`src/rtl/mmio_pkg.sv`:
```
// Shared register map, TIMER_CTRL bit positions and access-size helpers
// for the MMIO timer/PWM block.
package mmio_pkg;

  localparam logic [5:0] W_MICROS = 6'd0;
  localparam logic [5:0] W_MILLIS = 6'd1;
  localparam logic [5:0] W_TCMP   = 6'd2;
  localparam logic [5:0] W_TCTRL  = 6'd3;
  localparam logic [5:0] W_PWM0   = 6'd4;

  localparam int CTRL_EN   = 0;
  localparam int CTRL_AR   = 1;
  localparam int CTRL_PEND = 2;

  localparam int F3_WORD_BIT = 1;
  localparam int F3_HALF_BIT = 0;

  typedef enum logic [1:0] {SZ_BYTE, SZ_HALF, SZ_WORD} size_e;

  typedef struct packed {
    logic [3:0]  mask;
    logic [31:0] data;
  } wr_lanes_t;

  function automatic size_e decode_size(input logic [2:0] funct3);
    if (funct3[F3_WORD_BIT]) return SZ_WORD;
    if (funct3[F3_HALF_BIT]) return SZ_HALF;
    return SZ_BYTE;
  endfunction

  // Right-aligned write data is replicated so every enabled lane sees its bytes.
  function automatic wr_lanes_t steer_write(input logic [2:0] funct3, input logic [1:0] alo,
                                            input logic [31:0] din);
    wr_lanes_t r;
    case (decode_size(funct3))
      SZ_WORD: begin r.mask = 4'hF; r.data = din; end
      SZ_HALF: begin r.mask = alo[1] ? 4'hC : 4'h3; r.data = {2{din[15:0]}}; end
      default: begin r.mask = 4'b0001 << alo; r.data = {4{din[7:0]}}; end
    endcase
    return r;
  endfunction

  function automatic logic [31:0] merge_lanes(input logic [31:0] old, input wr_lanes_t w);
    logic [31:0] r;
    r = old;
    for (int i = 0; i < 4; i++)
      if (w.mask[i]) r[i*8 +: 8] = w.data[i*8 +: 8];
    return r;
  endfunction

endpackage

```
`src/rtl/pwm_channel.sv`:
```
// One PWM channel: duty shadow reloaded only at counter wrap, registered compare.
module pwm_channel #(
  parameter int PWM_WIDTH = 8
) (
  input  logic                 clk,
  input  logic                 reset,
  input  logic [PWM_WIDTH-1:0] cnt,
  input  logic                 wrap,
  input  logic [PWM_WIDTH-1:0] duty,
  output logic                 pwm
);

  logic [PWM_WIDTH-1:0] active;

  always_ff @(posedge clk or posedge reset) begin
    if (reset) begin
      active <= '0;
      pwm    <= 1'b0;
    end else begin
      if (wrap) active <= duty;
      pwm <= (cnt < active);
    end
  end

endmodule

```
`src/rtl/mmio_timer_pwm.sv`:
```
// MMIO timer/PWM peripheral: us/ms free-running counters, compare timer with
// level irq, and NUM_PWM PWM channels sharing one counter.
module mmio_timer_pwm
  import mmio_pkg::*;
#(
  parameter int unsigned CLK_FREQ  = 12000000,
  parameter logic [31:0] BASE_ADDR = 32'hFFFFFF00,
  parameter int          NUM_PWM   = 4,
  parameter int          PWM_WIDTH = 8
) (
  input  logic               clk,
  input  logic               reset,
  input  logic [2:0]         funct3,
  input  logic               wren,
  input  logic [31:0]        address,
  input  logic [31:0]        data_in,
  output logic [31:0]        data_out,
  output logic               hit,
  output logic [NUM_PWM-1:0] pwm_out,
  output logic               irq
);

  localparam int unsigned US_DIV = CLK_FREQ / 1000000;
  localparam int unsigned MS_DIV = CLK_FREQ / 1000;
  localparam int USW = $clog2(US_DIV + 1);
  localparam int MSW = $clog2(MS_DIV + 1);

  logic [USW-1:0] us_cnt;
  logic [MSW-1:0] ms_cnt;
  logic           us_tick, ms_tick;
  logic [31:0]    micros, millis, tcmp, tcount;
  logic           en, ar, pend;

  logic [NUM_PWM-1:0][PWM_WIDTH-1:0] duty;
  logic [PWM_WIDTH-1:0]              pcnt;
  logic                              pwrap;

  wr_lanes_t   wl;
  logic [5:0]  widx;
  logic        wr, cmp_wr, ctrl_wr, match;
  logic [7:0]  ctrl_wb;
  logic [31:0] rword;

  assign hit     = (address[31:8] == BASE_ADDR[31:8]);
  assign widx    = address[7:2];
  assign wr      = wren & hit;
  assign wl      = steer_write(funct3, address[1:0], data_in);
  assign cmp_wr  = wr && (widx == W_TCMP);
  assign ctrl_wr = wr && (widx == W_TCTRL) && wl.mask[0];
  assign ctrl_wb = wl.data[7:0];
  assign us_tick = (us_cnt == USW'(US_DIV - 1));
  assign ms_tick = (ms_cnt == MSW'(MS_DIV - 1));
  assign match   = us_tick && en && (tcount == tcmp);
  assign irq     = pend;
  assign pwrap   = &pcnt;

  always_ff @(posedge clk or posedge reset) begin
    if (reset) begin
      us_cnt <= '0;
      ms_cnt <= '0;
      micros <= '0;
      millis <= '0;
    end else begin
      us_cnt <= us_tick ? '0 : us_cnt + 1'b1;
      ms_cnt <= ms_tick ? '0 : ms_cnt + 1'b1;
      if (us_tick) micros <= micros + 32'd1;
      if (ms_tick) millis <= millis + 32'd1;
    end
  end

  // Register writes are applied after the tick update so they override count/enable;
  // only pending gives priority to a same-cycle match over its W1C.
  always_ff @(posedge clk or posedge reset) begin
    if (reset) begin
      tcmp   <= '0;
      tcount <= '0;
      en     <= 1'b0;
      ar     <= 1'b0;
      pend   <= 1'b0;
    end else begin
      if (us_tick && en) begin
        if (tcount == tcmp) begin
          pend <= 1'b1;
          if (ar) tcount <= '0;
          else    en     <= 1'b0;
        end else begin
          tcount <= tcount + 32'd1;
        end
      end
      if (ctrl_wr) begin
        en <= ctrl_wb[CTRL_EN];
        ar <= ctrl_wb[CTRL_AR];
        if (ctrl_wb[CTRL_PEND] && !match) pend <= 1'b0;
        if (ctrl_wb[CTRL_EN] && !en) tcount <= '0;
      end
      if (cmp_wr) begin
        tcmp   <= merge_lanes(tcmp, wl);
        tcount <= '0;
      end
    end
  end

  always_ff @(posedge clk or posedge reset) begin
    if (reset) begin
      duty <= '0;
      pcnt <= '0;
    end else begin
      pcnt <= pcnt + 1'b1;
      for (int n = 0; n < NUM_PWM; n++)
        if (wr && widx == 6'(W_PWM0 + n))
          duty[n] <= PWM_WIDTH'(merge_lanes(32'(duty[n]), wl));
    end
  end

  for (genvar n = 0; n < NUM_PWM; n++) begin : g_pwm
    pwm_channel #(.PWM_WIDTH(PWM_WIDTH)) u_ch (
      .clk  (clk),
      .reset(reset),
      .cnt  (pcnt),
      .wrap (pwrap),
      .duty (duty[n]),
      .pwm  (pwm_out[n])
    );
  end

  always_comb begin
    rword = '0;
    case (widx)
      W_MICROS: rword = micros;
      W_MILLIS: rword = millis;
      W_TCMP:   rword = tcmp;
      W_TCTRL: begin
        rword[CTRL_EN]   = en;
        rword[CTRL_AR]   = ar;
        rword[CTRL_PEND] = pend;
      end
      default: begin
        for (int n = 0; n < NUM_PWM; n++)
          if (widx == 6'(W_PWM0 + n)) rword = 32'(duty[n]);
      end
    endcase
  end

  always_ff @(posedge clk or posedge reset) begin
    if (reset) data_out <= '0;
    else       data_out <= hit ? rword : '0;
  end

endmodule

```
`config.mk`:
```
export PLATFORM = sky130hd
export DESIGN_NAME = mmio_timer_pwm
export DESIGN_NICKNAME = d
export VERILOG_FILES = /design/src/rtl/mmio_pkg.sv /design/src/rtl/pwm_channel.sv /design/src/rtl/mmio_timer_pwm.sv
export SDC_FILE = /design/constraint.sdc
export NUM_CORES = 1
export LEC_CHECK = 0
export CORE_MARGIN = 10
export CORE_UTILIZATION = 45
export DETAILED_ROUTE_END_ITERATION = 7
export SYNTH_ARGS = -nofsm -noshare
export SYNTH_HDL_FRONTEND = slang
export SYNTH_SLANG_ARGS = --single-unit
export TNS_END_PERCENT = 5
```
`constraint.sdc`:
```
create_clock -name clk -period 17.8 [get_ports clk]
set_input_delay 1.78 -clock clk [delete_from_list [all_inputs] [get_ports clk]]
set_output_delay 1.78 -clock clk [all_outputs]
set_load 0.005 [all_outputs]
```
; ---- Word level (Yosys, flattened, before mapping)
; Index checks and enable logic that the tools add are counted.
[word_totals]
ff_bits = 257
inputBits = 70
out_inout_bits = 38
[op_classes]
add_sub_neg = 6
magnitude_cmp = 4
n_eq_ne = 14
shift = 1
muxes = 32
n_bitwise = 1
reduce_logical = 26
[op_table]
columns = cell, count
row1 = 32-bit 2-to-1 mux, 10
row2 = 29-bit case mux with 4 select lines, 1
row3 = "32-bit by 1-bit adder with 32-bit output, second input constant", 3
row4 = 36-bit case mux with 2 select lines, 1
row5 = 32-bit equality test, 1
row6 = 8-bit less-than comparator, 4
row7 = "24-bit equality test, second input constant", 1
row8 = "6-bit by 3-bit equality test with 1-bit output, second input constant", 4
row9 = 2-bit AND reduction, 8
row10 = "14-bit by 1-bit adder with 14-bit output, second input constant", 1
row11 = "14-bit equality test, second input constant", 1
row12 = 14-bit 2-to-1 mux, 1
row13 = "6-bit by 2-bit equality test with 1-bit output, second input constant", 2
row14 = 3-bit case mux with 4 select lines, 1
row15 = 1-bit logical AND, 11
row16 = 1-bit 2-to-1 mux, 11
row17 = "8-bit by 1-bit adder with 8-bit output, second input constant", 1
row18 = 2-bit 2-to-1 mux, 4
row19 = 4-bit 2-to-1 mux, 2
row20 = 8-bit 2-to-1 mux, 1
row21 = 8-bit AND reduction, 1
row22 = "6-bit by 1-bit equality test with 1-bit output, second input constant", 1
row23 = 6-bit zero test, 1
row24 = "4-bit by 1-bit adder with 4-bit output, second input constant", 1
row25 = other kinds (9), 11

; ---- Logic depth before layout (Yosys ltp)
; Gate-level depths: netlist of run 1.
[depth]
depth_word = 10
depth_mapped = 9
ltp_nobuf = 7

; ---- Hierarchy
; A second synthesis of run 1 with hierarchy kept.
[hier_totals]
cells_unflattened = 1244
hier_area_um2 = 13055.0
[by_module_without_submodules]
columns = module, n_inst, cells_each, area_each_um2, seq_area_each_um2
row1 = mmio_timer_pwm, 1, 1040, 11123.2, 5530.3
row2 = pwm_channel, 4, 51, 483.0, 225.2

; ---- Least setup slack after synthesis of run 1
; No wires, ideal clock.
[synth_path]
path_type = in2out
startpoint = in address[28]
endpoint = out hit
t_arrival_ps = 2559
path_slack_ps = 13461
stages = 4
path_cell_list = nand4_1 nor4_2 nand2_1 inv_1
[synth_via]
elab_chain_len = 1
[synth_lines]
columns = element, line
row1 = "start, declared", mmio_timer_pwm.sv:15  ; input logic [31:0] address,
row2 = 24-bit equality test, mmio_timer_pwm.sv:44  ; assign hit = (address[31:8] == BASE_ADDR[31:8]);
row3 = "end, declared", mmio_timer_pwm.sv:18  ; output logic hit,
; Every way passes these cells.

; ---- Final worst setup path of run 1
; Same ends and word-level chain as after synthesis.

==> summary.txt, run 1 <==
====================================================================================
Worst Setup End Kind .................................................. primary output
Critical Path Max Stage Delay .........................................       550 ps
Startpoint-to-endpoint class of the critical path .....................    in -> out
Die extent in x .......................................................       191 um
Post-Route Skew .......................................................      11.6 ps
Count of pins on the block boundary ...................................          108
First-pass GRT wire length ............................................      54.5 mm
Static power due to leakage ...........................................      6.70 nW
Register area share after synthesis ...................................        49.0%
Count of unique library cells instantiated by Yosys ...................           56
Hold Worst Slack ......................................................       461 ps
Slowest cell on the critical path ..................................... sky130_fd_sc_hd__clkdlybuf4s50_1
Post-CTS repair timing setup buffer count .............................            0
Worst voltage drop across the vdd grid ................................  0.0000818 V
Cell chain of the critical path ....................................... clkdlybuf4s50_1 -> nand4_1 -> nor4_2 -> nand2_1 -> inv_1 -> clkdlybuf4s50_1
Total GRT Usage .......................................................        18.7%
Number of hold violations in the final report .........................            0
Vias per cell .........................................................         5.55
Final wirelength ......................................................      34.3 mm
Reported max-cap violation count ......................................            0
Synth async-reset ratio ...............................................         100%
Kind of cell adding the most delay to the critical path ............... buffers and inverters
Synthesized Nets ......................................................        1,367
Cell count after synthesis ............................................        1,263
Setup repair after global routing missed its margin ...................           no
Vias in the first global route ........................................        9,651
Initial Util ..........................................................        45.7%
Share of cells above drive strength 1 .................................        13.1%
Antenna violations before repair ......................................            0
Time the worst path needs with I/O delays and setup ...................      5870 ps
Yosys Warn Count ......................................................            0
Main flop type after synthesis ........................................ sky130_fd_sc_hd__dfrtp_1
Core Box Area .........................................................   28,700 um2
Share of the clock period used by the worst path ......................        33.0%
Overflow left after global routing ....................................            0
DR iter-0 viols .......................................................          635
Crit path DAT .........................................................      4090 ps
Average routed wire per standard cell .................................      19.5 um
Path class of the lowest-slack min-delay path .........................   reg -> reg
Number of enable-type register cells in the synthesized netlist .......            0
Critical Path Start Type ..............................................   input port
CTS clock-pin slew for the worst setup and hold paths .................        60 ps
Area growth, synth to finish ..........................................        18.0%
Clock Path Buffers ....................................................            3
Buffers plus inverters on the worst setup path ........................            3
Required time worst endpoint ..........................................    16,020 ps
Post-route ant nets ...................................................            0
DRC Markers ...........................................................            0
Maximum number of pins on one net before global-route repair ..........          113
Post-DP HPWL ..........................................................      24.5 mm
Status ................................................................    completed
Final Max Slew Viols ..................................................            0
Top achievable clock speed ............................................      170 MHz
Y dimension of the die ................................................       191 um
Cell Pwr Density ......................................................  80.9 nW/um2
Largest fanout on the critical path ...................................            9
Clock latency on the worst-skew pair ..................................       560 ps
Clock Root Buffer ..................................................... sky130_fd_sc_hd__clkbuf_16
Number of H-tree branching levels .....................................            1
FP Rows ...............................................................           62
Mapped cell area ......................................................   13,100 um2
Final net count .......................................................        1,450
Area enclosed by the die boundary .....................................   36,400 um2
Number of vias after detailed routing .................................        9,728
Num CTS Buffers .......................................................           29
Normalized max-slew margin ............................................        25.0%
Weighted congestion at the end of routability-driven global placement .        0.843
Setup_tns .............................................................         0 ps
TritonCTS clock tree ..................................................          yes
CTS-repair resized insts ..............................................            0
Final setup violation count ...........................................            0
Slew at the pin closest to its max-slew limit .........................      1120 ps
Hold buffer count at cts ..............................................            0
Number of sinks driven by the clock tree ..............................          257
First-pass iteration count of the detailed router .....................            6
#FFs+latches synth ....................................................          257
Port Buffer Count .....................................................          106
Per-instance average area after synthesis .............................     10.4 um2
Most frequent cell on the critical path ............................... sky130_fd_sc_hd__clkdlybuf4s50_1
====================================================================================
## cell families (layout without fill, tap and decap cells)
family	Yosys count	after routing	synth area share, %
multiplexers	146	146	12.1
flip-flops	257	257	49.0
AO/OA/AOI/OAI	195	195	9.31
buffers and inverters	115	221	3.43
XOR/XNOR	112	112	7.48
AND/OR/NAND/NOR	404	404	15.4
other	0	1	0
adder cells (fa/ha/maj)	34	34	3.24
## layout make-up
cell class	instances	area, um2
clock inverter	16	181
multi-input combinational	891	6250
clock buffer	38	810
tap	384	480
antenna	1	2.50
inverter	54	210
timing repair buffer	113	1100
fill	2560	13200
sequential	257	6430
## layout by cell type (no fill, tap or decap), drive strengths merged, types with 36 or more instances in the layout
cell type      instances
xnor2                 87
nand2                 89
nor2                 124
clkdlybuf4s50        104
inv                   55
mux2i                 50
clkbuf                38
a21oi                 36
nand4                 42
nand3                 51
dfrtp                257
a22oi                 38
o21ai                 67
mux2                  96
## final timing paths
check / from / endpoint / slack, ps / cells past startpoint
hold reg to reg: us_cnt[0] / us_cnt[0] / 460 / 1
max in group asynchronous: reset / ms_cnt[5] / 14540 / 3
setup reg to reg: ms_cnt[8] / millis[27] / 15000 / 7
min in group asynchronous: reset / ms_cnt[6] / 1750 / 2
setup / recovery: address[28] / hit / 11930 / 6
hold / removal: us_cnt[0] / us_cnt[0] / 460 / 1
## Yosys cell counts, drive strengths merged (7+ instances only)
library cell  number  share of area (%)
inv               54                1.5
xor2              25                1.7
and2               9               0.43
nor3              18               0.77
nor4              10               0.73
xnor2             87                5.8
nand2             89                2.5
a211oi             9               0.52
nand2b             9               0.43
a21oi             36                1.4
mux2i             50                3.8
and4               7               0.47
and3              20               0.95
o21ai             67                2.6
a21o              14               0.80
nand3             51                1.9
mux2              96                8.2
nand4             42                2.1
buf                9               0.40
clkbuf            52                1.5
nor2             124                3.6
a22oi             38                2.2
ha                34                3.2
dfrtp            257                 49
## layer usage
layer / global-route usage [%] / share of wire (%) / routed length [um] / up-vias
met1: 26.1 / 46 / 15900 / 4849
met5: 0 / 0 / 0 / -
met4: 4.54 / 2.2 / 739 / 0
met2: 29.5 / 47 / 16000 / 221
met3: 3.40 / 4.9 / 1670 / 51
li1: - / - / - / 4607
## through the flow
step	setup slack (ps)	cell area, um2	util, %	std cells	total power [mW]
final	11930	15500	53.9	1754	1.25
after global routing	11790	15500	53.9	1753	1.29
after CTS	11900	15500	53.9	1753	1.27
after detailed placement	11910	14500	50.4	1699	0.647
after global placement	11950	14500	50.4	1699	0.647
after floorplan	8950	13100	-	1263	0.620
## registers in the layout, summed over array words and instances, names as in the netlist
name / cells
en: 1
ms_cnt: 14
tcount: 32
pcnt: 8
millis: 32
micros: 32
irq: 1
us_cnt: 4
data_out: 32
ar: 1
g_pwm.u_ch.pwm: 4
duty: 32
tcmp: 32
g_pwm.u_ch.active: 32
## worst register-to-register path: stages, from the launching register on
cell	delay (ps)
sky130_fd_sc_hd__dfrtp_1	400
sky130_fd_sc_hd__or3b_2	490
sky130_fd_sc_hd__nor4_2	610
sky130_fd_sc_hd__buf_4	330
sky130_fd_sc_hd__and3_1	300
sky130_fd_sc_hd__nand4_1	240
sky130_fd_sc_hd__nor2_1	190
sky130_fd_sc_hd__xor2_1	160
## power breakdown
part / switching [mW] / internal (mW) / total [mW]
Sequential: 0.00000000766 / 0.584 / 0.584
Combinational: 0.0304 / 0.0211 / 0.0515
Clock: 0.250 / 0.365 / 0.616
(Power assumes the default switching activity.)
==> run 2, diff against run 1 <==
clock period = 5.5 ns   (was 17.8 ns; I/O delays follow)
==> summary.txt, run 2 (same netlist as run 1, synthesis figures left out) <==
====================================================================================
Status ................................................................    completed
Core Box Area .........................................................   28,700 um2   unchanged
Number of hold violations in the final report .........................            0   unchanged
Switching power as a share of total power .............................        21.7%   -0.78 points
Most frequent cell on the critical path ............................... sky130_fd_sc_hd__clkdlybuf4s50_1
Post-layout instance area .............................................   15,500 um2   +0.41%
Total power consumption of the routed design ..........................      4.17 mW   +230%
Required time worst endpoint ..........................................      4950 ps   -11,070 ps
Static power due to leakage ...........................................      6.72 nW   +0.27%
Maximum number of pins on one net before global-route repair ..........          166   +47%
Area growth, synth to finish ..........................................        18.5%
Antenna violations before repair ......................................            0   unchanged
Clock Path Buffers ....................................................            3   unchanged
Reported max-cap violation count ......................................            0   unchanged
Weighted congestion at the end of routability-driven global placement .        0.845   +0.18%
Register area .........................................................     6430 um2   unchanged
CTS-repair resized insts ..............................................            0   unchanged
Area enclosed by the die boundary .....................................   36,400 um2   unchanged
Hold buffer count at cts ..............................................            0   unchanged
Clock Root Buffer ..................................................... sky130_fd_sc_hd__clkbuf_16
First-pass GRT wire length ............................................      54.8 mm   +0.62%
Vias per cell .........................................................         5.50   -0.86%
Vias in the first global route ........................................        9,681   +0.31%
Y dimension of the die ................................................       191 um   unchanged
Top achievable clock speed ............................................      289 MHz
Clock network fraction of design power ................................        50.6%   +1.4 points
Power share of the sequential group ...................................        45.4%   -1.3 points
Count of pins on the block boundary ...................................          108   unchanged
Cell chain of the critical path ....................................... clkdlybuf4s50_1 -> nand4_1 -> nor4_2 -> nand2_1 -> inv_1 -> clkdlybuf4s50_1
Post-DP HPWL ..........................................................      24.5 mm   about the same
Post-Route Skew .......................................................      13.2 ps   +1.59 ps
Startpoint-to-endpoint class of the critical path .....................    in -> out
Clock latency on the worst-skew pair ..................................       570 ps   about the same
FP Rows ...............................................................           62   unchanged
Most frequent cells in the layout ..................................... 257 x sky130_fd_sc_hd__dfrtp_1, 122 x sky130_fd_sc_hd__nor2_1, 104 x sky130_fd_sc_hd__clkdlybuf4s50_1
Path class of the lowest-slack min-delay path .........................   reg -> reg
Average routed wire per standard cell .................................      19.5 um   -0.44%
Share of cells above drive strength 1 .................................        13.1%   about the same
Initial Util ..........................................................        45.7%   unchanged
Port Buffer Count .....................................................          106   unchanged
Worst Setup End Kind .................................................. primary output
Worst voltage drop across the vdd grid ................................   0.000369 V   +350%
CTS clock-pin slew for the worst setup and hold paths .................        70 ps   about the same
Internal Pwr Total ....................................................      3.26 mW   +240%
DRC Markers ...........................................................            0   unchanged
Critical Path Start Type ..............................................   input port
Cell Pwr Density ......................................................   268 nW/um2   +230%
Total GRT Usage .......................................................        18.8%   +0.080 points
Overflow left after global routing ....................................            0   unchanged
Critical Path Max Stage Delay .........................................       620 ps   +70 ps
Setup_tns .............................................................         0 ps   unchanged
Switching power .......................................................     0.902 mW   +220%
First-pass iteration count of the detailed router .....................            5   -1
Post-CTS repair timing setup buffer count .............................            0   unchanged
Final wirelength ......................................................      34.1 mm   -0.55%
Final setup violation count ...........................................            0   unchanged
Number of vias after detailed routing .................................        9,633   -0.98%
Number of filler instances in the final layout ........................        2,606   +1.8%
DP Area ...............................................................   14,500 um2   about the same
Number of sinks driven by the clock tree ..............................          257   unchanged
Share of the clock period used by the worst path ......................        62.9%
Combinational power share .............................................         4.0%   about the same
Num CTS Buffers .......................................................           29   unchanged
DR iter-0 viols .......................................................          804   +27%
Final net count .......................................................        1,450   unchanged
Crit path DAT .........................................................      2910 ps   -1180 ps
Setup repair after global routing missed its margin ...................           no
Number of H-tree branching levels .....................................            1   unchanged
TritonCTS clock tree ..................................................          yes
Time the worst path needs with I/O delays and setup ...................      3460 ps
Most common library cell in the layout ignoring fill and taps ......... sky130_fd_sc_hd__dfrtp_1
Final Max Slew Viols ..................................................            0   unchanged
Area of the multi-input gates .........................................     6250 um2   unchanged
Largest fanout on the critical path ...................................            9   unchanged
Post-route ant nets ...................................................            0   unchanged
ANT cells .............................................................            0   -1
Die extent in x .......................................................       191 um   unchanged
Slew at the pin closest to its max-slew limit .........................      1120 ps   -3.03 ps
Normalized max-slew margin ............................................        25.2%   +0.20 points
Slowest cell on the critical path ..................................... sky130_fd_sc_hd__clkdlybuf4s50_1
====================================================================================
run 2: changes by cell type in the layout (fill, tap and decap cells not counted), sizes merged:
| cell | delta |
|---|---|
| bufinv | +3 |
| clkbuf | -2 |
| clkinv | -3 |
| clkinvlp | +2 |
| diode | -1 |
| inv | -1 |
run 2: per-layer routing:
| layer | vias up | part of all wire [%] | track usage [%] |
|---|---|---|---|
| li1 | 4613 | - | - |
| met1 | 4787 | 47 | 26.5 |
| met2 | 188 | 47 | 29.8 |
| met3 | 45 | 4.5 | 3.02 |
| met4 | 0 | 2.1 | 4.36 |
| met5 | - | 0 | 0 |
run 2: worst max-delay path, delay by kind of cell:
| family | cells | cell delay, ps |
|---|---|---|
| buffers and inverters | 3 | 1330 |
| and+or+nand+nor | 3 | 1020 |
run 2: per-stage QoR:
stage | hold slack (ps) | utilization [%] | cells | setup WS [ps]
after global routing | 496 | 54.1 | 1752 | 1890
after CTS | 464 | 54.1 | 1752 | 2050
after global placement | 450 | 50.5 | 1699 | 1780
after floorplan | 432 | - | 1263 | 1560
final | 461 | 54.1 | 1752 | 2040
after detailed placement | 453 | 50.5 | 1699 | 1690
run 2: power by group through the flow:
stage | Combinational (mW) | Sequential [mW] | Clock [mW]
6_report | 0.167 | 1.89 | 2.11
5_1_grt | 0.184 | 1.89 | 2.24
4_1_cts | 0.170 | 1.89 | 2.15
3_5_place_dp | 0.170 | 1.93 | 0
3_3_place_gp | 0.169 | 1.93 | 0
2_1_floorplan | 0.0813 | 1.93 | 0
run 2: area by class of cell:
| type | count | share of cell area [%] |
|---|---|---|
| Sequential cell | 257 | 41.4 |
| Multi-Input combinational cell | 891 | 40.2 |
| Timing Repair Buffer | 113 | 7.18 |
| Clock buffer | 36 | 5.10 |
| Tap cell | 384 | 3.09 |
| Clock inverter | 17 | 1.65 |
| Inverter | 54 | 1.33 |
run 2: worst paths after layout:
kind	startpoint	depth (start not counted)	endpoint	slack, ps
min in group asynchronous	reset	2	pcnt[0]	470
hold reg to reg	us_cnt[0]	1	us_cnt[0]	460
hold / removal	us_cnt[0]	1	us_cnt[0]	460
setup reg to reg	ms_cnt[8]	7	millis[27]	2610
setup / recovery	address[24]	6	hit	2040
max in group asynchronous	reset	3	micros[22]	3730
==> run 3, diff against run 2 <==
clock period = 3.5 ns   (was 5.5 ns; I/O delays follow)
==> summary.txt, run 3 (same netlist as run 1, synthesis figures left out) <==
====================================================================================
Worst Setup End Kind .................................................. primary output
First-pass iteration count of the detailed router .....................            5   unchanged
FP Rows ...............................................................           62   unchanged
ANT cells .............................................................            0   unchanged
Post-Route Skew .......................................................      6.74 ps   -6.41 ps
Count of pins on the block boundary ...................................          108   unchanged
TritonCTS clock tree ..................................................          yes
Worst setup path startpoint ...........................................  address[28]
Antenna violations before repair ......................................            1   +1
Final wirelength ......................................................      34.3 mm   +0.71%
Utilization after layout ..............................................        54.5%   +0.33 points
Clock Root Buffer ..................................................... sky130_fd_sc_hd__clkbuf_16
Number of hold violations in the final report .........................            0   unchanged
Number of filler instances in the final layout ........................        2,582   -0.92%
DRC Markers ...........................................................            0   unchanged
Y dimension of the die ................................................       191 um   unchanged
Static power due to leakage ...........................................      6.78 nW   +1.0%
Normalized max-slew margin ............................................        46.5%   +21 points
Post-route ant nets ...................................................            0   unchanged
Post-CTS repair timing setup buffer count .............................            0   unchanged
Startpoint of the worst register-to-register path .....................    us_cnt[0]
Cell Pwr Density ......................................................   413 nW/um2   +54%
Final net count .......................................................        1,465   +1.0%
Clock Path Buffers ....................................................            3   unchanged
Crit path to ..........................................................          hit
Hold buffer count at cts ..............................................            0   unchanged
Largest fanout on the critical path ...................................            3   -6
First-pass GRT wire length ............................................      54.6 mm   -0.31%
Port Buffer Count .....................................................          106   unchanged
Reported max-cap violation count ......................................            0   unchanged
Weighted congestion at the end of routability-driven global placement .        0.843   -0.18%
Most frequent cells in the layout ..................................... 257 x sky130_fd_sc_hd__dfrtp_1, 122 x sky130_fd_sc_hd__nor2_1, 104 x sky130_fd_sc_hd__clkdlybuf4s50_1
Area growth, synth to finish ..........................................        19.2%
Core Box Area .........................................................   28,700 um2   unchanged
Final setup violation count ...........................................            0   unchanged
Share of cells above drive strength 1 .................................        14.2%   +1.1 points
Depth of the worst register-to-register path ..........................            7   unchanged
Average routed wire per standard cell .................................      19.4 um   -0.15%
Overflow left after global routing ....................................            0   unchanged
Maximum number of pins on one net before global-route repair ..........          141   -15%
Share of the clock period used by the worst path ......................        76.2%
Endpoint of the most critical register-to-register path ...............   micros[29]
Post-DP HPWL ..........................................................      25.0 mm   +2.1%
Slew at the pin closest to its max-slew limit .........................       803 ps   -316 ps
Status ................................................................    completed
Number of H-tree branching levels .....................................            1   unchanged
Worst voltage drop across the vdd grid ................................   0.000385 V   +4.3%
Crit path DAT .........................................................      2320 ps   -590 ps
Number of sinks driven by the clock tree ..............................          257   unchanged
Startpoint-to-endpoint class of the critical path .....................    in -> out
DR iter-0 viols .......................................................          721   -10%
Final Max Slew Viols ..................................................            0   unchanged
Most common library cell in the layout ignoring fill and taps ......... sky130_fd_sc_hd__dfrtp_1
Vias in the first global route ........................................        9,611   -0.72%
CTS-repair resized insts ..............................................            0   unchanged
Total GRT Usage .......................................................        18.8%   -0.044 points
Setup repair after global routing missed its margin ...................           no
Total power consumption of the routed design ..........................      6.46 mW   +55%
Area of the multi-input gates .........................................     6250 um2   unchanged
CTS clock-pin slew for the worst setup and hold paths .................        60 ps   about the same
Num CTS Buffers .......................................................           29   unchanged
Time the worst path needs with I/O delays and setup ...................      2670 ps
Vias per cell .........................................................         5.49   about the same
Clock latency on the worst-skew pair ..................................       560 ps   about the same
Top achievable clock speed ............................................      375 MHz
Required time worst endpoint ..........................................      3150 ps   -1800 ps
Number of vias after detailed routing .................................        9,708   +0.78%
Die extent in x .......................................................       191 um   unchanged
Critical Path Start Type ..............................................   input port
Area enclosed by the die boundary .....................................   36,400 um2   unchanged
Initial Util ..........................................................        45.7%   unchanged
Flop-to-flop setup slack ..............................................       890 ps   -1720 ps
Path class of the lowest-slack min-delay path .........................  in -> async
Register area .........................................................     6430 um2   unchanged
====================================================================================
-- run 3: cell type report --
class                           count  share of cell area [%]
Clock buffer                       36                    5.20
Clock inverter                     17                    1.32
Inverter                           54                    1.32
Multi-Input combinational cell    891                    40.0
Sequential cell                   257                    41.1
Tap cell                          384                    3.07
Timing Repair Buffer              128                    7.94
-- run 3: worst min-delay path by stage --
stage                 to
2_1_floorplan  us_cnt[0]
3_3_place_gp   us_cnt[0]
3_5_place_dp   us_cnt[0]
4_1_cts          duty[1]
5_1_grt         duty[18]
6_report        duty[18]
-- run 3: per-stage QoR --
| step | TNS [ps] | hold WS [ps] | cells | setup slack [ps] | instance area (um2) |
|---|---|---|---|---|---|
| finish | 0 | 83.3 | 1767 | 835 | 15600 |
| global route | 0 | 107 | 1767 | 714 | 15600 |
| CTS | 0 | 99.7 | 1767 | 777 | 15600 |
| detailed placement | 0 | 454 | 1714 | 457 | 14600 |
| global placement | 0 | 446 | 1714 | 467 | 14600 |
| floorplan | -60550 | 432 | 1263 | -236 | 13100 |
-- run 3: layer usage --
metal | GRT usage [%] | up-vias | wire [um]
met3 | 2.54 | 48 | 1230
li1 | - | 4647 | -
met4 | 4.09 | 2 | 630
met1 | 26.8 | 4846 | 16500
met5 | 0 | - | 18
met2 | 29.6 | 165 | 15900
-- run 3: critical path, cell delays in order --
cell                              delay (ps)
sky130_fd_sc_hd__clkdlybuf4s50_1         470
sky130_fd_sc_hd__nand4_1                 130
sky130_fd_sc_hd__nor4_2                  510
sky130_fd_sc_hd__nand2_1                 140
sky130_fd_sc_hd__inv_1                   130
sky130_fd_sc_hd__clkdlybuf4s50_1         580
-- run 3: report_power, final --
group          internal, mW  switching (mW)
logic                 0.113           0.156
clock network          1.94            1.27
registers              2.97    0.0000000386
==> RTL edit 1, RTL diff (flow settings as in run 1) <==
Put a register stage on the output `pwm_out`. The value now appears one clock later. The other outputs are not delayed to match.
--- a/src/rtl/mmio_timer_pwm.sv
+++ b/src/rtl/mmio_timer_pwm.sv
@@ -25,4 +25,6 @@
   localparam int USW = $clog2(US_DIV + 1);
   localparam int MSW = $clog2(MS_DIV + 1);
+
+  logic [NUM_PWM-1:0] pwm_d;
 
   logic [USW-1:0] us_cnt;
@@ -120,5 +122,5 @@
       .wrap (pwrap),
       .duty (duty[n]),
-      .pwm  (pwm_out[n])
+      .pwm  (pwm_d[n])
     );
   end
@@ -147,4 +149,8 @@
   end
 
+  always_ff @(posedge clk) begin
+    pwm_out <= pwm_d;
+  end
+
 endmodule
 
Behaviour: no difference found for any inputs over 4 cycles, from zero or initial values and one cycle with reset high; that may be too few to reach the edited logic, so the function may still have changed.
==> RTL edit 1 against run 1 <==
Non-clock buffer count grew 1; setup slack got worse by 0.20 ns; wire length about the same; register-to-register slack got worse by 0.16 ns; area after synthesis up 0.40%; sequential power grew 2%; total power shrank 1.8%; sequential cell count is 4 higher; fmax shrank 3.3%; clock power decreased by 5.4%; clock skew increased by 0.0011 ns; final area is 0.23% higher; hold slack lost 0.12 ns; global-route usage down 0.11 points; critical path type unchanged; largest cell class unchanged.
==> RTL edit 1: results <==
metrics = {
    "outcome": {
        "status": "finished, final reports clean",
    },
    "critical_path": {
        "crit_arrival_ns": 4.29,
        "crit_fanout": 12,
    },
    "global_route": {
        "grt_pass1_wl_um": 54600,
        "grt_pass1_vias": 9475,
        "grt_use_total_pct": 18.6,
        "grt_max_degree": 106,
        "antenna_found_initial": 3,
    },
    "route": {
        "wl_per_cell_um": 19.9,
        "drtIter0Drc": 820,
        "drtPass1Iterations": 5,
        "totalWireLength_um": 34300,
        "via_per_inst": 5.52,
    },
    "synth": {
        "syn-num-nets": 1320,
        "synth-compound-area-share_pct": 8.07,
        "synth_adder_area_share_pct": 3.23,
        "synth_mux_area_share_pct": 13.3,
        "synth_cells": 1216,
        "synth_xor_area_share_pct": 7.52,
        "synth_common_cells": "257 x dfrtp_1, 118 x mux2_2, 110 x nor2_1",
        "synthTopCellsByArea": "dfrtp_1 49%, mux2_2 10%, xnor2_1 5.8%",
        "yosys_warnings": 0,
        "yosysSeqAreaShare_pct": 49.4,
        "async_reset_ff_share_pct": 98.5,
        "synthDistinctLibCells": 62,
    },
    "pwr": {
        "clkPwrFrac_pct": 47.5,
        "powerSeq_mw": 0.593,
        "switching_share_pct": 22.2,
        "clk-power_mw": 0.583,
        "peakVddDrop_mv": 0.0684,
        "leakage_nw": 6.98,
    },
    "place": {
        "place_hpwl_um": 24400,
        "pre_cts_ws_ns": 11.76,
        "gp_congestion": 0.830,
        "numPlacedInstances": 1660,
        "dpl-instance-area_um2": 14600,
    },
    "finish": {
        "drive_gt1_share_pct": 15.1,
        "num-fill-cells": 2534,
        "nNetsFinal": 1412,
        "multiInputGateArea_um2": 6270,
    },
    "sta": {
        "slew_headroom_pct": 27.6,
        "skew_ns": 0.0127,
    },
    "clock_tree": {
        "cts-buffers-inserted": 30,
    },
}
RTL edit 1: cell types whose count changed in the layout (fill, tap and decap cells not counted), sizes merged, moves of 11 or more:
cell / run 1 / this run
a221o: 0 / 17
nand2: 89 / 74
a22oi: 38 / 9
mux2: 96 / 118
o21ai: 67 / 27
and3: 20 / 37
nor2: 124 / 111
nand3: 51 / 62
RTL edit 1: layout make-up:
| type | count | area share [%] |
|---|---|---|
| clock buffer | 45 | 5.73 |
| antenna | 3 | 0.0484 |
| multi-input combinational | 854 | 40.5 |
| timing repair buffer | 114 | 7.16 |
| inverter | 47 | 1.19 |
| tap | 384 | 3.10 |
| clock inverter | 10 | 0.323 |
| sequential | 261 | 42.0 |
RTL edit 1: cells by family after synthesis:
family,Yosys count
AOI/OAI and AO/OA,156
adders and majority gates,34
DFF,261
buffers and inverters,101
muxes,160
xor gates and xnor gates,113
and+or+nand+nor,391
RTL edit 1: routing by layer:
layer / GRT usage, % / up-vias / routed length (um)
met5: 0 / - / 0
met4: 4.21 / 0 / 614
met3: 2.99 / 40 / 1770
met2: 28.5 / 207 / 15500
met1: 27.1 / 4738 / 16300
li1: - / 4503 / -
RTL edit 1: critical path: stages:
cell and delay, ns:
clkdlybuf4s50_1 0.45, nand4_1 0.09, nor4_1 0.62, nand2_1 0.53
inv_2 0.27, clkdlybuf4s50_1 0.54
RTL edit 1: final timing paths:
kind | startpoint | endpoint | slack [ns] | cells after the start
setup / recovery | address[27] | hit | 11.73 | 6
hold / removal | g_pwm[2].u_ch.pwm | pwm_out[2] | 0.34 | 0
setup reg to reg | ms_cnt[5] | millis[28] | 14.84 | 6
hold reg to reg | g_pwm[2].u_ch.pwm | pwm_out[2] | 0.34 | 0
max in group asynchronous | reset | duty[17] | 14.49 | 3
min in group asynchronous | reset | ms_cnt[11] | 1.77 | 2
==> RTL edit 2, RTL diff (settings of run 1) <==
Made on the original files. Set the parameter `NUM_PWM` to 8 (it was 4).
--- a/src/rtl/mmio_timer_pwm.sv
+++ b/src/rtl/mmio_timer_pwm.sv
@@ -6,5 +6,5 @@
   parameter int unsigned CLK_FREQ  = 12000000,
   parameter logic [31:0] BASE_ADDR = 32'hFFFFFF00,
-  parameter int          NUM_PWM   = 4,
+  parameter int          NUM_PWM   = 8,
   parameter int          PWM_WIDTH = 8
 ) (
Ports: changed (resized pwm_out); port bits go from 108 to 112. No check against the original RTL was run, so the function may have changed too.
==> RTL edit 2 against run 1 <==
Fmax fell by 0.69%; area after synthesis up 27%; critical path depth is the same; total power up 26%; non-clock buffer count is 10 higher; sequential cell count increased by 68; final area increased by 25%; setup slack worse by 0.041 ns; largest power group unchanged; wire length increased by 28%.
==> RTL edit 2: results <==
metrics = {
    "route": {
        "met3WireLength_um": 1920,
        "wl_met2_um": 20200,
        "drtIter0Drc": 857,
        "vias": 12000,
        "drtPass1Iterations": 5,
        "wl_per_cell_um": 20.6,
    },
    "synth": {
        "synthDistinctLibCells": 68,
        "syn-num-nets": 1686,
        "synth_common_cells": "325 x dfrtp_1, 125 x mux2_2, 116 x nand2_1",
    },
    "sta": {
        "timing.final.crit_share_pct": 33.2,
    },
    "pwr": {
        "powerSeq_mw": 0.739,
        "intPower_mw": 1.23,
        "p_comb_share_pct": 3.9,
        "peakVddDrop_mv": 0.0746,
        "switching_share_pct": 22.0,
    },
    "finish": {
        "drive_gt1_share_pct": 13.8,
        "antennaDiodeCount": 0,
        "nNetsFinal": 1768,
    },
    "global_route": {
        "use_met1_pct": 28.3,
        "grt_pass1_wl_um": 69800,
        "grt_util_met3_pct": 2.72,
        "grt_max_degree": 122,
        "use_met2_pct": 30.4,
    },
    "place": {
        "place_hpwl_um": 31300,
        "pre_cts_ws_ns": 11.84,
        "gp_congestion": 0.839,
        "port_buffers": 110,
    },
    "critical_path": {
        "rr_endpoint": "g_pwm[6].u_ch.active[0]",
        "critPathMaxStageDelay_ns": 0.60,
        "r2r_slack_ns": 14.40,
        "r2r-start": "pcnt[2]",
        "crit_arrival_ns": 4.13,
        "rr_worst_depth": 5,
    },
    "clock_tree": {
        "clk_latency_ns": 0.54,
        "cts-buffers-inserted": 37,
        "htreeDepth": 2,
    },
    "outcome": {
        "status": "finished, final reports clean",
    },
}
## RTL edit 2: metrics by stage
stage | hold WS, ns | util, % | cells
floorplan | 0.433 | - | 1554
global placement | 0.446 | 49.5 | 2065
detailed placement | 0.465 | 49.5 | 2065
CTS | 0.473 | 52.9 | 2132
global route | 0.500 | 52.9 | 2132
finish | 0.470 | 52.9 | 2132
## RTL edit 2: cells by family (layout without fill, tap and decap cells)
group / after synthesis / count (layout) / share of synthesized area [%]
xor+xnor: 110 / 110 / 5.78
buf+inv: 156 / 266 / 3.73
mux: 198 / 198 / 13.3
fa+ha+maj: 62 / 62 / 4.65
flops: 325 / 325 / 48.8
simple gates: 459 / 459 / 14.0
compound gates: 244 / 244 / 9.74
## RTL edit 2: layout make-up
type	instances	area, um2
inverter	76	293
clock buffer	56	1130
sequential	325	8130
multi-input combinational	1073	7920
tap	468	586
fill	3232	17200
timing repair buffer	123	1190
clock inverter	11	113
